$ cat src/rtl/rtr_la_route_gen.sv
// Lookahead route generator for a phased-DOR router input port. It captures the
// head flit's route (output port + output resource class) and replays it for body/tail flits.
module rtr_la_route_gen #(
  parameter int num_dimensions       = 2,
  parameter int num_routers_per_dim  = 4,
  parameter int num_nodes_per_router = 1,
  parameter int num_resource_classes = 2,
  parameter int num_ports            = 2*num_dimensions + num_nodes_per_router,
  parameter int dim_addr_width       = $clog2(num_routers_per_dim),
  parameter int router_addr_width    = num_dimensions*dim_addr_width,
  parameter int node_addr_width      = (num_nodes_per_router > 1) ? $clog2(num_nodes_per_router) : 1
) (
  input  logic                                       clk,
  input  logic                                       reset,
  input  logic [router_addr_width-1:0]               router_address,
  input  logic                                       flit_valid,
  input  logic                                       flit_head,
  input  logic                                       flit_tail,
  input  logic [router_addr_width+node_addr_width-1:0] flit_dest_addr,
  input  logic [router_addr_width-1:0]               flit_int_addr,
  input  logic [num_resource_classes-1:0]            flit_rc,
  output logic                                       route_valid,
  output logic [num_ports-1:0]                       route_op,
  output logic [num_resource_classes-1:0]            route_orc,
  output logic [1:0]                                 errors
);

  localparam logic [0:0] IDLE   = 1'b0;
  localparam logic [0:0] IN_PKT = 1'b1;

  localparam logic [node_addr_width:0] node_limit = (node_addr_width+1)'(num_nodes_per_router);

  logic [0:0]                      state_reg;
  logic                            route_valid_reg;
  logic [num_ports-1:0]            route_op_reg;
  logic [num_resource_classes-1:0] route_orc_reg;
  logic [1:0]                      errors_reg;
  logic [num_ports-1:0]            hold_op_reg;
  logic [num_resource_classes-1:0] hold_orc_reg;

  logic                            use_int;
  logic [router_addr_width-1:0]    dest_router;
  logic [node_addr_width-1:0]      dest_node;
  logic [router_addr_width-1:0]    tgt_addr;
  logic [num_resource_classes-1:0] orc_calc;
  logic [num_ports-1:0]            net_op;
  logic [num_ports-1:0]            eject_op;
  logic [num_ports-1:0]            op_calc;
  logic                            found;
  logic                            node_bad;
  logic                            route_illegal;

  logic [dim_addr_width-1:0] own_digit [num_dimensions];
  logic [dim_addr_width-1:0] tgt_digit [num_dimensions];

  assign dest_router = flit_dest_addr[node_addr_width +: router_addr_width];
  assign dest_node   = flit_dest_addr[node_addr_width-1:0];

  // Class 0 heads detour via the intermediate router until they reach it, then advance class.
  assign use_int  = (num_resource_classes == 2) && flit_rc[0] && (router_address != flit_int_addr);
  assign tgt_addr = use_int ? flit_int_addr : dest_router;
  assign orc_calc = use_int ? num_resource_classes'(1)
                            : (num_resource_classes'(1) << (num_resource_classes-1));

  // Dimension 0 is the most-significant address digit.
  for (genvar gi = 0; gi < num_dimensions; gi++) begin : g_digit
    assign own_digit[gi] = router_address[(num_dimensions-1-gi)*dim_addr_width +: dim_addr_width];
    assign tgt_digit[gi] = tgt_addr[(num_dimensions-1-gi)*dim_addr_width +: dim_addr_width];
  end

  always_comb begin
    net_op = '0;
    found  = 1'b0;
    for (int d = 0; d < num_dimensions; d++) begin
      if (!found && (tgt_digit[d] != own_digit[d])) begin
        found  = 1'b1;
        net_op = (tgt_digit[d] < own_digit[d]) ? (num_ports'(1) << (2*d))
                                               : (num_ports'(1) << (2*d+1));
      end
    end
  end

  assign node_bad      = ({1'b0, dest_node} >= node_limit);
  assign eject_op      = (num_ports'(1) << (2*num_dimensions)) << dest_node;
  assign op_calc       = found ? net_op : (node_bad ? '0 : eject_op);
  assign route_illegal = !$onehot(flit_rc) || (!found && node_bad);

  always_ff @(posedge clk or negedge reset) begin
    if (!reset) begin
      state_reg       <= IDLE;
      route_valid_reg <= 1'b0;
      route_op_reg    <= '0;
      route_orc_reg   <= '0;
      errors_reg      <= '0;
      hold_op_reg     <= '0;
      hold_orc_reg    <= '0;
    end else begin
      route_valid_reg <= flit_valid;
      errors_reg      <= '0;
      if (flit_valid) begin
        if (flit_head) begin
          // A head inside a packet is still routed; it simply restarts the packet.
          route_op_reg  <= op_calc;
          route_orc_reg <= orc_calc;
          hold_op_reg   <= op_calc;
          hold_orc_reg  <= orc_calc;
          errors_reg    <= {route_illegal, (state_reg == IN_PKT)};
          state_reg     <= flit_tail ? IDLE : IN_PKT;
        end else if (state_reg == IN_PKT) begin
          route_op_reg  <= hold_op_reg;
          route_orc_reg <= hold_orc_reg;
          if (flit_tail) begin
            state_reg <= IDLE;
          end
        end else begin
          route_op_reg  <= '0;
          route_orc_reg <= '0;
          errors_reg    <= 2'b01;
        end
      end
    end
  end

  assign route_valid = route_valid_reg;
  assign route_op    = route_op_reg;
  assign route_orc   = route_orc_reg;
  assign errors      = errors_reg;

endmodule

$ cat config.mk
export PLATFORM = sky130hd
export DESIGN_NAME = rtr_la_route_gen
export DESIGN_NICKNAME = d
export VERILOG_FILES = /design/src/rtl/rtr_la_route_gen.sv
export SDC_FILE = /design/constraint.sdc
export NUM_CORES = 1
export LEC_CHECK = 0
export ABC_AREA = 1
export CORE_ASPECT_RATIO = 0.6
export CORE_MARGIN = 5
export CORE_UTILIZATION = 45
export CTS_CLUSTER_DIAMETER = 30
export DETAILED_ROUTE_END_ITERATION = 8
export GPL_TIMING_DRIVEN = 0
export MAX_ROUTING_LAYER = met4
export PLACE_DENSITY = 0.77
export SKIP_CTS_REPAIR_TIMING = 1
export SYNTH_ARGS = -nofsm -noshare
export SYNTH_HDL_FRONTEND = slang
export SYNTH_SLANG_ARGS = --single-unit
$ cat constraint.sdc
create_clock -name clk -period 2 [get_ports clk]
set_input_delay 0.3 -clock clk [delete_from_list [all_inputs] [get_ports clk]]
set_output_delay 0.3 -clock clk [all_outputs]
set_load 0.03 [all_outputs]
==> impl_metrics.csv <==
group,metric,value,unit
routing,vias,914,
timing,fmax,515,MHz
logic_synthesis,seq_area_frac_synth,0.451,
global_routing,grt_max_degree,19,
worst_setup_path,critPathSlowestCell,"clkdlybuf4s50_1",
routing,wl_per_cell,12.8,um
place,hpwl,1800,um
timing,finalCritPeriodShare,0.970,
layout,drive_above_1_share,0.219,
routing,wirelength,2430,um
routing,drt_first_pass_iters,4,
routing,drc,0,
clock_tree,cts.sinks,18,
worst_setup_path,crit_fanout,6,
power,p_per_area,697,nW/um2
layout,final_nets,185,
global_routing,grt_pass1_wl,3750,um
clock_tree,cts_tree,"built",
floorplan,rows,13,
timing,worst_pin_slew,0.803,ns
worst_setup_path,crit_chain,"clkdlybuf4s50_1 -> inv_1 -> nand2_1 -> nand2_2 -> nor2_4 -> nand2_4 -> nand3_2 -> nand2_2 -> ha_4 -> inv_1 -> nor2_2 -> nor2_1 -> nand2_1 -> o211ai_2",
floorplan,core_area,2150,um2
worst_setup_path,end_kind,"flop",
timing,drv_slew,0,
floorplan,die_x,70.9,um
logic_synthesis,synth_cells,126,
timing,min_period,1.94,ns
hold_path,min_path_type,"in -> reg",
floorplan,initial_core_util,0.466,
worst_setup_path,cp_data_required_time,2.13,ns
place,routabilityCongestion,0.817,
worst_setup_path,arrival,2.07,ns
logic_synthesis,ys_warn_count,0,
global_routing,grt_usage,0.154,
worst_setup_path,critPathKind,"in -> reg",
place,portBuffers,28,
floorplan,die_h,46.5,um
timing,relSlewSlack,0.463,
clock_tree,ctsHtreeMaxLevel,1,
logic_synthesis,synth_nets,150,
timing,finalHoldViolCount,0,
logic_synthesis,synth.avg_cell_area,7.93,um2
clock_tree,ctsRootBufferMaster,"clkbuf_8",
worst_setup_path,start_kind,"primary input",
clock_tree,max-clock-path-buffers,2,
timing,skew,0.00493,ns
global_routing,gr-total-overflow,0,
routing,vias_per_cell,4.81,
layout,fin_util,0.688,
floorplan,io_pins,30,
worst_setup_path,slowest_delay,0.48,ns
routing,drt-initial-drc-count,43,
timing,final.setup.tns,0,ns
layout,antenna_cells,0,
run_status,outcome,"finished, final reports clean",
clock_tree,cts_buffers,3,
power,power.leakage,0.000788,uW
global_routing,antenna_found_initial,0,
logic_synthesis,synth_cell_types,22,
timing,setup_viol,0,
logic_synthesis,syn-cell-area,1000,um2
layout,area_delta_synth_final,47.8,%
logic_synthesis,ys_ff_latch,18,
power,vdd.ir_drop.worst,583,uV
clock_tree,clkSlewWorstSetupHoldPaths,0.07,ns
floorplan,die-area,3300,um2
routing,antenna_left,0,
clock_tree,clock_latency,0.25,ns
flow_run,max_cap_viol_count,0,
global_routing,grt_pass1_vias,858,
==> final cells by class <==
type | instances | area [um2]
clock buffers | 4 | 55.1
well taps | 30 | 37.5
fillers | 172 | 669
plain buffers | 1 | 5.00
repair buffers | 30 | 308
multi-input cells | 84 | 536
flip-flops and latches | 18 | 450
inverters | 23 | 86.3
==> metal layers <==
layer | GRT usage | vias to the layer above | wire (um)
met4 | 0.0337 | 0 | 0
met1 | 0.193 | 435 | 1050
met5 | - | - | 0
met3 | 0.0523 | 0 | 116
li1 | - | 459 | -
met2 | 0.245 | 20 | 1260
==> placed cells by master (no fill, tap or decap), drive strengths merged <==
| master | count |
|---|---|
| nand3b | 1 |
| o21a | 1 |
| buf | 3 |
| clkdlybuf4s50 | 23 |
| nor3 | 1 |
| a22oi | 2 |
| dlymetal6s2s | 5 |
| xnor2 | 1 |
| nor2 | 7 |
| a21oi | 3 |
| o21ai | 5 |
| dfrtp | 18 |
| clkbuf | 4 |
| inv | 23 |
| o211ai | 3 |
| nand3 | 8 |
| nand2 | 47 |
| ha | 4 |
| nand4 | 1 |
==> power breakdown <==
group | total, uW | switching, uW | internal (uW)
logic | 313 | 175 | 137
clock network | 292 | 117 | 175
registers | 425 | 19.0 | 406
==> synth_stat cells <==
master     n  share of area
buf_2      1         0.0050
nor2_4     2          0.023
o21a_1     1         0.0075
nor3_1     1         0.0050
xnor2_1    1         0.0088
a21oi_1    2          0.010
o211ai_2   3          0.038
dfrtp_1   18           0.45
o21ai_0    1         0.0050
ha_1       4          0.050
nand4_2    1          0.013
nor2_1     5          0.019
nand3b_1   1         0.0075
a21oi_2    1         0.0088
nand2_2    2          0.013
nand2_1   44           0.17
nand2_4    1          0.011
inv_2      3          0.011
nand3_1    8          0.040
o21ai_1    4          0.020
a22oi_1    2          0.015
inv_1     20          0.075
==> worst paths after layout <==
check	from	slack, ns	cells past startpoint	end
setup / recovery	flit_int_addr[0]	0.06	14	route_op[0]
hold / removal	flit_rc[0]	0.43	3	route_orc[0]
setup reg to reg	state_reg	0.95	6	route_op[1]
hold reg to reg	hold_op_reg[2]	0.49	2	hold_op_reg[2]
max in group asynchronous	reset	0.99	1	hold_op_reg[0]
min in group asynchronous	reset	0.51	1	route_op[3]
==> cell families (layout without fill, tap and decap cells) <==
group / Yosys count / after routing / synth area share
AO/OA/AOI/OAI: 14 / 14 / 0.104
XOR/XNOR: 1 / 1 / 0.00876
adder cells (fa/ha/maj): 4 / 4 / 0.0501
buffers and inverters: 24 / 58 / 0.0914
flip-flops: 18 / 18 / 0.451
AND/OR/NAND/NOR: 65 / 65 / 0.295
==> critical path: cells and delay by family <==
| kind | cells | cell delay (ns) |
|---|---|---|
| AOI/OAI and AO/OA | 1 | 0.08 |
| adders and majority gates | 1 | 0.29 |
| buffers and inverters | 3 | 0.59 |
| and+or+nand+nor | 9 | 0.82 |
==> stage by stage <==
| step | hold WS, ns | power (uW) | std cells | worst slack, ns | cell area (um2) |
|---|---|---|---|---|---|
| detailed placement | 0.475 | 707 | 184 | -0.336 | 1320 |
| floorplan | 0.00441 | 590 | 126 | 0.450 | 1000 |
| global route | 0.466 | 1090 | 190 | -0.0443 | 1480 |
| global placement | 0.462 | 697 | 184 | -0.259 | 1320 |
| finish | 0.431 | 1030 | 190 | 0.0592 | 1480 |
| CTS | 0.412 | 1000 | 188 | -0.0984 | 1370 |
(Power assumes the default switching activity.)
